File: src/rtl/fifo_arb_pkg.sv
// rtl/fifo_arb_pkg.sv - shared types and default constants for the FIFO write arbiter
package fifo_arb_pkg;

    typedef enum logic {
        IDLE  = 1'b0,
        GRANT = 1'b1
    } arb_state_t;

    localparam int DEF_WIDTH = 8;
    localparam int DEF_N_REQ = 4;
    localparam int DEF_BURST = 4;

endpackage

File: src/rtl/fifo_wr_arbiter_if.sv
// rtl/fifo_wr_arbiter_if.sv - requester/FIFO-side signal bundle for the FIFO write arbiter
// Signals (named from the arbiter's point of view):
//   i_Req     requester "has word" flags, one per requester
//   i_Data    flattened requester words, slice k = [k*WIDTH +: WIDTH]
//   i_Full    FIFO full flag
//   o_Gnt     one-hot-or-zero grant vector
//   o_WR_En   FIFO write enable
//   o_WR_Data FIFO write data
//   o_Busy    high while a grant is active
// Modports: master = arbiter side, slave = requesters/FIFO side.
interface fifo_wr_arbiter_if
    import fifo_arb_pkg::*;
#(
    parameter int WIDTH = DEF_WIDTH,
    parameter int N_REQ = DEF_N_REQ
);
    logic [N_REQ-1:0]       i_Req;
    logic [N_REQ*WIDTH-1:0] i_Data;
    logic                   i_Full;
    logic [N_REQ-1:0]       o_Gnt;
    logic                   o_WR_En;
    logic [WIDTH-1:0]       o_WR_Data;
    logic                   o_Busy;

    modport master (
        input  i_Req, i_Data, i_Full,
        output o_Gnt, o_WR_En, o_WR_Data, o_Busy
    );

    modport slave (
        output i_Req, i_Data, i_Full,
        input  o_Gnt, o_WR_En, o_WR_Data, o_Busy
    );
endinterface

File: src/rtl/rr_picker.sv
// rtl/rr_picker.sv - combinational round-robin winner selection
// Ports:
//   i_req   request vector
//   i_last  index of the previous winner; search starts at (i_last+1) mod N_REQ
//   o_idx   winning index (0 when no request)
//   o_valid high when any request is present
module rr_picker #(
    parameter int N_REQ = 4,
    parameter int IDX_W = 2
) (
    input  logic [N_REQ-1:0] i_req,
    input  logic [IDX_W-1:0] i_last,
    output logic [IDX_W-1:0] o_idx,
    output logic             o_valid
);
    // One extra bit so last + offset (< 2*N_REQ) never overflows before the wrap.
    logic [IDX_W:0] w_cand;

    // Walk from the farthest candidate to the nearest so the nearest
    // requesting index (in round-robin order) is the last one written.
    always_comb begin
        o_idx   = '0;
        o_valid = 1'b0;
        w_cand  = '0;
        for (int i = N_REQ; i >= 1; i--) begin
            w_cand = {1'b0, i_last} + (IDX_W+1)'(i);
            if (w_cand >= (IDX_W+1)'(N_REQ)) begin
                w_cand = w_cand - (IDX_W+1)'(N_REQ);
            end
            if (i_req[w_cand[IDX_W-1:0]]) begin
                o_idx   = w_cand[IDX_W-1:0];
                o_valid = 1'b1;
            end
        end
    end
endmodule

File: src/rtl/fifo_wr_arbiter.sv
// rtl/fifo_wr_arbiter.sv - round-robin, burst-limited arbiter feeding one FIFO write port
// Ports:
//   i_clk    FIFO write clock
//   i_rst_n  asynchronous active-low reset
//   bus      fifo_wr_arbiter_if.master (requests/data/full in; grant/write/busy out)
module fifo_wr_arbiter
    import fifo_arb_pkg::*;
#(
    parameter int WIDTH = DEF_WIDTH,
    parameter int N_REQ = DEF_N_REQ,
    parameter int BURST = DEF_BURST
) (
    input  logic              i_clk,
    input  logic              i_rst_n,
    fifo_wr_arbiter_if.master bus
);
    localparam int IDX_W = (N_REQ > 1) ? $clog2(N_REQ) : 1;
    localparam int CNT_W = $clog2(BURST + 1);

    arb_state_t       r_state;
    logic [N_REQ-1:0] r_gnt;
    logic [IDX_W-1:0] r_last;
    logic [CNT_W-1:0] r_cnt;

    logic [IDX_W-1:0] w_pick_idx;
    logic             w_pick_valid;
    logic             w_gnt_req;
    logic             w_xfer;
    logic             w_cnt_last;
    logic             w_release;
    logic [WIDTH-1:0] w_wr_data;

    rr_picker #(
        .N_REQ (N_REQ),
        .IDX_W (IDX_W)
    ) u_picker (
        .i_req   (bus.i_Req),
        .i_last  (r_last),
        .o_idx   (w_pick_idx),
        .o_valid (w_pick_valid)
    );

    // Grant is one-hot, so the reduction picks out the granted requester's flag.
    assign w_gnt_req  = |(r_gnt & bus.i_Req);
    assign w_xfer     = (r_state == GRANT) && w_gnt_req && !bus.i_Full;
    assign w_cnt_last = (r_cnt == CNT_W'(BURST - 1));
    // A dropped request releases even while the FIFO is full.
    assign w_release  = !w_gnt_req || (w_xfer && w_cnt_last);

    always_comb begin
        w_wr_data = '0;
        for (int k = 0; k < N_REQ; k++) begin
            if (r_gnt[k]) begin
                w_wr_data = bus.i_Data[k*WIDTH +: WIDTH];
            end
        end
    end

    always_ff @(posedge i_clk or negedge i_rst_n) begin
        if (!i_rst_n) begin
            r_state <= IDLE;
            r_gnt   <= '0;
            r_cnt   <= '0;
            r_last  <= IDX_W'(N_REQ - 1);
        end else begin
            case (r_state)
                IDLE: begin
                    if (w_pick_valid) begin
                        r_gnt   <= N_REQ'(1) << w_pick_idx;
                        r_last  <= w_pick_idx;
                        r_cnt   <= '0;
                        r_state <= GRANT;
                    end
                end
                GRANT: begin
                    if (w_xfer && (r_cnt != CNT_W'(BURST))) begin
                        r_cnt <= r_cnt + 1'b1;
                    end
                    // Always pass through IDLE so every grant is followed by a gap.
                    if (w_release) begin
                        r_gnt   <= '0;
                        r_state <= IDLE;
                    end
                end
                default: begin
                    r_gnt   <= '0;
                    r_state <= IDLE;
                end
            endcase
        end
    end

    assign bus.o_Gnt     = r_gnt;
    assign bus.o_WR_En   = w_xfer;
    assign bus.o_WR_Data = w_wr_data;
    assign bus.o_Busy    = (r_state == GRANT);
endmodule

File: src/flat_wrapper.sv
// flat-port wrapper written by rule: the top's interface ports become plain ports
module fifo_wr_arbiter_flat import fifo_arb_pkg::*;
#(
    parameter int WIDTH = DEF_WIDTH,
    parameter int N_REQ = DEF_N_REQ,
    parameter int BURST = DEF_BURST
)
  (i_clk, i_rst_n, bus_i_Req, bus_i_Data, bus_i_Full, bus_o_Gnt, bus_o_WR_En, bus_o_WR_Data, bus_o_Busy);
  fifo_wr_arbiter_if #(.WIDTH(WIDTH), .N_REQ(N_REQ)) bus_i ();
  input  logic i_clk;
  input  logic i_rst_n;
  input wire logic [$bits(bus_i.i_Req)-1:0] bus_i_Req;
  input wire logic [$bits(bus_i.i_Data)-1:0] bus_i_Data;
  input wire logic [$bits(bus_i.i_Full)-1:0] bus_i_Full;
  output wire logic [$bits(bus_i.o_Gnt)-1:0] bus_o_Gnt;
  output wire logic [$bits(bus_i.o_WR_En)-1:0] bus_o_WR_En;
  output wire logic [$bits(bus_i.o_WR_Data)-1:0] bus_o_WR_Data;
  output wire logic [$bits(bus_i.o_Busy)-1:0] bus_o_Busy;
  assign bus_i.i_Req = bus_i_Req;
  assign bus_i.i_Data = bus_i_Data;
  assign bus_i.i_Full = bus_i_Full;
  assign bus_o_Gnt = bus_i.o_Gnt;
  assign bus_o_WR_En = bus_i.o_WR_En;
  assign bus_o_WR_Data = bus_i.o_WR_Data;
  assign bus_o_Busy = bus_i.o_Busy;
  fifo_wr_arbiter #(.WIDTH(WIDTH), .N_REQ(N_REQ), .BURST(BURST)) u_core (.i_clk(i_clk), .i_rst_n(i_rst_n), .bus(bus_i));
endmodule
File: config.mk
export PLATFORM = sky130hd
export DESIGN_NAME = fifo_wr_arbiter_flat
export DESIGN_NICKNAME = d
export VERILOG_FILES = /design/src/rtl/fifo_arb_pkg.sv /design/src/rtl/fifo_wr_arbiter_if.sv /design/src/rtl/rr_picker.sv /design/src/rtl/fifo_wr_arbiter.sv /design/src/flat_wrapper.sv
export SDC_FILE = /design/constraint.sdc
export NUM_CORES = 1
export LEC_CHECK = 0
export ABC_AREA = 1
export ABC_CLOCK_PERIOD_IN_PS = 1700
export CAP_MARGIN = 25
export CORE_MARGIN = 4
export CORE_UTILIZATION = 39
export CTS_CLUSTER_DIAMETER = 150
export CTS_CLUSTER_SIZE = 16
export DETAILED_ROUTE_END_ITERATION = 12
export GPL_TIMING_DRIVEN = 0
export PLACE_DENSITY = 0.81
export RECOVER_POWER = 50
export SETUP_SLACK_MARGIN = 0.2
export SKIP_LAST_GASP = 1
export SLEW_MARGIN = 15
export SYNTH_ARGS = -nofsm -noshare
export SYNTH_HDL_FRONTEND = slang
export SYNTH_SLANG_ARGS = --single-unit
File: constraint.sdc
create_clock -name i_clk -period 1.7 [get_ports i_clk]
set_input_delay 0.255 -clock i_clk [delete_from_list [all_inputs] [get_ports i_clk]]
set_output_delay 0.255 -clock i_clk [all_outputs]
set_load 0.01 [all_outputs]
==> results of run 1 <==
worst paths after layout:
check	endpoint	slack [ns]	cells after the start
min in group i_clk	u_core.r_cnt[0]	0.52	1
setup / recovery	bus_o_WR_Data[6]	-0.13	6
max in group asynchronous	u_core.r_last[0]	0.98	1
hold / removal	u_core.bus.o_Gnt[3]	0.37	1
hold reg to reg	u_core.r_cnt[0]	0.52	1
setup reg to reg	u_core.bus.o_Gnt[3]	0.02	12
routing by layer:
metal  vias up  routed length (um)  part of all wire [%]
met5         -                   0                     0
met4         0                 102                   2.5
met3         9                 266                   6.4
met2        58                2157                    52
met1       667                1604                    39
li1        641                   -                     -
sequential cells by signal (all words and copies together), names as in the netlist:
name / count
u_core.bus.o_Busy: 1
u_core.bus.o_Gnt: 4
u_core.r_cnt: 3
u_core.r_last: 2
Yosys cell counts:
library cell,instances
a221oi_1,8
nand3_2,1
nor2_1,11
or2_4,1
a21oi_1,2
nor2_4,2
nand4_1,1
o31ai_1,8
nor2_2,2
ha_1,3
inv_2,3
buf_2,3
nand2_2,3
o21ai_4,1
nand2_1,62
inv_1,14
dfrtp_1,8
clkbuf_1,1
o21ai_0,4
buf_6,1
nand2_4,2
dfstp_2,2
nand3_1,7
per-stage QoR:
stage | area (um^2) | hold slack (ns) | setup TNS, ns | total power [uW]
CTS | 1783 | 0.3107 | -0.1846 | 2682
finish | 1873 | 0.3693 | -0.5239 | 3009
global route | 1873 | 0.3911 | -1.296 | 3226
detailed placement | 1569 | 0.5210 | -3.020 | 2205
floorplan | 1013 | -0.04059 | 0 | 1606
global placement | 1569 | 0.5128 | -2.853 | 2146
cell type report:
| class | count | area, um^2 |
|---|---|---|
| Buffer | 5 | 48.80 |
| Clock buffer | 4 | 36.28 |
| Fill cell | 133 | 424.2 |
| Inverter | 17 | 66.31 |
| Multi-Input combinational cell | 118 | 779.5 |
| Sequential cell | 10 | 252.7 |
| Tap cell | 28 | 35.03 |
| Timing Repair Buffer | 72 | 654.4 |
worst register-to-register path: cells and delay by family, from the launching register on:
family	cells	cell delay [ns]
flops	1	0.56
buf+inv	2	0.23
simple gates	10	0.77
what timing repair did:
item,in CTS,in global routing
cloned,0,0
resized for setup,62,24
pin swaps,8,17
setup buffers,15,5
setup endpoints to repair,19,23
logic make-up (layout without fill, tap and decap cells):
group	count (synthesis)	after routing	share of synthesized area [%]
AND/OR/NAND/NOR	92	92	42.27
AO/OA/AOI/OAI	23	23	18.17
buffers and inverters	22	98	9.664
flip-flops	10	10	26.03
adder cells (fa/ha/maj)	3	3	3.866
power by group:
group	leakage (uW)	internal (uW)	switching (uW)
clock network	0.0000210	130	101
registers	0.000127	337	67.2
logic	0.000754	1020	1360
==> run_results.csv, run 1 <==
group,metric,value,unit
floorplan,io_pins,53,
final_layout,post-route-util,81.54,%
setup_path,crit_buf_inv,3,
pwr,power.leakage,0.0009018,uW
pwr,peakVddDrop,1.341,mV
yosys,ys_types,23,
routing,drtAntennaViolNets,0,
routing,drtPass1Iterations,4,
grt,met3_usage,4.454,%
routing,via_count,1375,
routing,wl_per_cell,16.26,um
clocking,cts_root_buf,"clkbuf_4",
sta,rsz0062_at_grt,"true",
grt,busiest_layer,"met2",
status,status,"finished with violations",
placed_design,dp_hpwl,2.606,mm
routing,drcViolationCount,0,
grt,grt_pass1_vias,1313,
floorplan,die_w,57.90,um
yosys,syn_avg_cell_area,6.473,um^2
yosys,syn_inst,150,
yosys,seq_area_frac_synth,26.03,%
min_path,hp-class,"in2async",
yosys,yosys_warnings,0,
sta,slew_viol_final,0,
final_layout,drive_gt1_share,40.71,%
setup_path,cp_slowest_stage_delay,0.39,ns
final_layout,mostFrequentLayoutCells,"nand2_1 (45), clkdlybuf4s50_1 (39), nand2_2 (19), buf_4 (18), inv_1 (12)",
floorplan,core,2297,um^2
clocking,cts_buffers,3,
setup_path,critPathLaunchType,"flip-flop",
placed_design,place_inst,230,
yosys,ys_ff_latch,10,
grt,grt_max_degree,11,
routing,drt_wl_total,4.130,mm
sta,hold_violations,0,
grt,antenna_found_initial,0,
pwr,pwr_density_cell,1607,nW/um^2
final_layout,nNetsFinal,269,
grt,use_met2,40.81,%
setup_path,critPathMaxFanout,4,
status,violations,"negative setup slack",
setup_path,cp-startpoint,"u_core.bus.o_Gnt[1]",
grt,use_met1,26.82,%
clocking,cts_buffer_depth,2,
sta,finalCritPeriodShare,107.9,%
sta,slew_headroom,67.38,%
sta,clock_skew,0.001012,ns
setup_path,criticalPathCategory,"reg2out",
setup_path,crit_chain,"buf_6 > nor2_4 > buf_12 > a221oi_2 > o31ai_2 > buf_2",
clocking,cts.htree.levels,1,
job,drv_cap,0,
sta,worst_pin_slew,0.4876,ns
setup_path,required,1.44,ns
floorplan,row_count,17,
yosys,syn-num-nets,192,
yosys,synth.area.top_cells,"nand2_1 (24%), dfrtp_1 (21%), a221oi_1 (7.2%)",
placed_design,io_buffers,52,
placed_design,gp_congestion,0.7953,
floorplan,die_h,57.90,um
sta,setup_viol,9,
yosys,yosys.area.top_type,"nand2_1",
placed_design,dp_slack,-0.3543,ns
final_layout,area_delta_synth_final,92.91,%
clocking,clkTransAtPathRegs,0.08,ns
clocking,cts_tree,"built",
grt,grt-ovfl-total,0,
setup_path,crit_arrival,1.58,ns
setup_path,worstSetupEndpointType,"output pin",
yosys,netlist_area,970.9,um^2
clocking,cts.sinks,10,
floorplan,die-area,3352,um^2
setup_path,slowest_stage,"dfrtp_1",
clocking,postCtsHoldBufs,0,
clocking,insertion_delay,0.28,ns
routing,drtIter0Drc,87,
routing,vias_per_cell,5.413,
setup_path,cp_top_family,"buffers and inverters",
grt,grt_pass1_wl,5.989,mm
sta,post-route-min-period,1.834,ns
final_layout,antenna_cells,0,
grt,track_usage,22.84,%
floorplan,start_util,42.27,%
yosys,synth_top_area_share,23.97,%
final_layout,final_cells,254,
sta,finalWorstSetupSlack,-0.1338,ns
setup_path,reg2reg_from,"u_core.r_last[0]",
final_layout,final_common_cell,"nand2_1",
sta,max_freq,0.5453,GHz
No activity file was read; power rests on OpenSTA's default activity.
==> inputs of run 2 (changes only) <==
--- a/config.mk
+++ b/config.mk
@@ -8,17 +8,19 @@
 export ABC_AREA = 1
 export ABC_CLOCK_PERIOD_IN_PS = 1700
 export CAP_MARGIN = 25
+export CORE_ASPECT_RATIO = 2
 export CORE_MARGIN = 4
-export CORE_UTILIZATION = 39
+export CORE_UTILIZATION = 41
 export CTS_CLUSTER_DIAMETER = 150
 export CTS_CLUSTER_SIZE = 16
 export DETAILED_ROUTE_END_ITERATION = 12
 export GPL_TIMING_DRIVEN = 0
-export PLACE_DENSITY = 0.81
+export PLACE_DENSITY = 0.8
 export RECOVER_POWER = 50
 export SETUP_SLACK_MARGIN = 0.2
 export SKIP_LAST_GASP = 1
 export SLEW_MARGIN = 15
 export SYNTH_ARGS = -nofsm -noshare
 export SYNTH_HDL_FRONTEND = slang
+export SYNTH_HIERARCHICAL = 1
 export SYNTH_SLANG_ARGS = --single-unit
==> constraint.sdc (replaced) <==
create_clock -name i_clk -period 1.7 [get_ports i_clk]
set_input_delay 0.34 -clock i_clk [delete_from_list [all_inputs] [get_ports i_clk]]
set_output_delay 0.34 -clock i_clk [all_outputs]
set_load 0.01 [all_outputs]
==> run 2 against run 1 <==
The run still ends with negative setup slack left; clock power increased by 27%; global-route usage decreased by 3.8 points; via count about the same; wire length decreased by 9.0%; highest routed layer unchanged; count of clock-buffer cells in the layout unchanged; maximum frequency increased by 7.0%; combinational power decreased by 6%; sequential cell count unchanged; critical path depth increased by 2; largest cell class unchanged; sequential power increased by 6.2%; first-iteration DRC count decreased by 78%; register-to-register slack improved by 0.02 ns.
==> run_results.csv, run 2 <==
group,metric,value,unit
status,status,"finished with violations",
status,violations,"negative setup slack",
sta,setup_viol,1,
floorplan,die_h,82.61,um
pwr,peakVddDrop,1.119,mV
placed_design,place_inst,260,
routing,via_count,1376,
routing,wl_per_cell,13.77,um
floorplan,io_pins,53,
placed_design,placed_area,1697,um^2
sta,finalWorstSetupSlack,-0.01319,ns
sta,max_freq,0.5837,GHz
routing,vias_per_cell,5.040,
clocking,insertion_delay,0.23,ns
yosys,synth.area.mux_share,0,%
setup_path,critPathMaxFanout,3,
grt,grt_pass1_wl,5.299,mm
yosys,seq_area_frac_synth,22.15,%
yosys,ys_types,23,
placed_design,io_buffers,52,
clocking,cts_root_buf,"clkbuf_8",
yosys,yosys_warnings,6,
sta,post-route-min-period,1.713,ns
final_layout,mostFrequentLayoutCells,"nand2_1 (53), clkdlybuf4s50_1 (34), nand2_2 (18), inv_1 (12)",
yosys,ys_ff_latch,10,
yosys,synth-adder-area-share,3.289,%
yosys,yosys.area_share.simple,43.75,%
setup_path,required,1.36,ns
routing,drtIter0Drc,19,
yosys,async_reset_ff_share,100.0,%
yosys,syn_inst,180,
sta,clock_skew,0.0008091,ns
final_layout,final_common_cell,"nand2_1",
routing,drt_wl_total,3.760,mm
sta,tns,-0.01319,ns
yosys,synth_edf_count,0,
clocking,cts_buffer_depth,2,
final_layout,final_cells,273,
pwr,pwr_density_cell,1464,nW/um^2
clocking,postCtsHoldBufs,0,
yosys,syn-num-nets,222,
final_layout,multi_input_area,913.4,um^2
grt,grt_pass1_vias,1261,
yosys,yosysMostFrequentCell,"nand2_1",
final_layout,drive_gt1_share,42.86,%
pwr,total_power,2940,uW
final_layout,area_delta_synth_final,75.99,%
floorplan,core,2603,um^2
clocking,cts_tree,"built",
yosys,synth_compound_gate_area_share,16.23,%
grt,grt-ovfl-total,0,
routing,drtAntennaViolNets,0,
yosys,synth_top_family_by_area,"simple AND/OR/NAND/NOR gates",
min_path,hp-class,"reg2reg",
floorplan,row_count,26,
final_layout,regArea,254.0,um^2
yosys,synthTopCellsByCount,"nand2_1 (73), inv_1 (17), a21oi_1 (14)",
routing,drtPass1Iterations,4,
yosys,netlist_area,1141,um^2
final_layout,fillers,197,
grt,grt_max_degree,11,
final_layout,nNetsFinal,288,
clocking,cts.htree.levels,1,
final_layout,antenna_cells,0,
grt,track_usage,18.99,%
setup_path,critPathLaunchType,"input pin",
final_layout,largest_reg_flops,4,
yosys,yosys.area.top_type,"nand2_1",
yosys,synth_top_area_share,24.01,%
yosys,synth_xor_area_share,0,%
job,drv_cap,0,
sta,slew_headroom,68.47,%
yosys,syn_avg_cell_area,6.339,um^2
final_layout,fin_area,2008,um^2
floorplan,die-area,3742,um^2
setup_path,crit_arrival,1.37,ns
floorplan,die_w,45.31,um
clocking,clkTransAtPathRegs,0.05,ns
placed_design,dp_hpwl,2.599,mm
floorplan,start_util,43.85,%
setup_path,criticalPathCategory,"in2out",
routing,drcViolationCount,0,
sta,worst_pin_slew,0.4713,ns
placed_design,gp_congestion,0.7743,
clocking,cts_buffers,3,
sta,slew_viol_final,0,
sta,finalCritPeriodShare,100.8,%
yosys,ys.flop_type,"dfrtp_1",
setup_path,worstSetupEndpointType,"output pin",
yosys,synth.area.top_cells,"nand2_1 (24%), dfrtp_1 (18%), a21oi_1 (6.1%)",
grt,antenna_found_initial,0,
sta,hold_violations,0,
pwr,power.leakage,0.0009965,uW
sta,hold-worst-slack,0.4943,ns
sta,rsz0062_at_grt,"true",
clocking,cts.sinks,10,
==> run 2: changes by cell type after synthesis, moves of 4 or more <==
cell / delta
buf_6: +4
a21oi_1: +12
a221oi_1: -8
nand3_1: +4
nand2_1: +11
o31ai_1: -8
o21ai_2: +7
==> run 2: area by class of cell <==
type                    instances  area share, %
multi-input cells             142          45.48
plain buffers                   6          3.988
clock buffers                   4          2.741
well taps                      28          1.745
inverters                      22          5.296
repair buffers                 61          28.10
flip-flops and latches         10          12.65
==> run 2: worst paths after layout <==
path,startpoint,end,slack [ns],cells past startpoint
min reg2reg,u_core/r_last[0],u_core/r_last[0],0.49,2
max reg2reg,u_core/r_last[0],u_core/bus.o_Gnt[3],0.04,11
min,u_core/r_last[0],u_core/r_last[0],0.49,2
min in group asynchronous,i_rst_n,u_core/r_cnt[1],0.50,1
max,bus_i_Req[0],bus_o_WR_En,-0.01,8
max in group asynchronous,i_rst_n,u_core/bus.o_Busy,0.85,1
==> run 2: critical path, stage by stage <==
cell and delay, ns:
clkdlybuf4s50_1 0.53, nand2_1 0.09, nand2_2 0.06, inv_2 0.04
nand2_4 0.05, nand2_1 0.04, nor2_1 0.08, buf_2 0.13
==> run 2: what timing repair did <==
action	CTS	global route
cloned	1	0
gates resized for setup	70	39
pin swaps	26	18
buffers inserted	8	0
setup endpoints to repair	22	21
==> run 2: through the flow <==
step           setup WS (ns)  util, %
2_1_floorplan         0.2009        -
3_3_place_gp         -0.4753    65.19
3_5_place_dp         -0.4882    65.19
4_1_cts              0.01440    72.07
5_1_grt             -0.05341    77.16
6_report            -0.01319    77.16
==> run 2: layer usage <==
metal,track usage [%],part of all wire (%),vias to the layer above
met4,6.158,2.1,0
met2,38.49,56,46
met3,4.121,6.4,8
met1,17.20,35,625
li1,-,-,697
met5,0,0,-
==> run 2: cell families after synthesis <==
group / Yosys count
AND/OR/NAND/NOR: 111
AO/OA/AOI/OAI: 28
buffers and inverters: 28
flip-flops: 10
adder cells (fa/ha/maj): 3
==> run 2: report_power, final <==
part           total, uW  internal [uW]  switching [uW]
registers            430            339            90.9
clock network        294            203            90.8
logic               2220            919            1300
total               2940           1460            1480
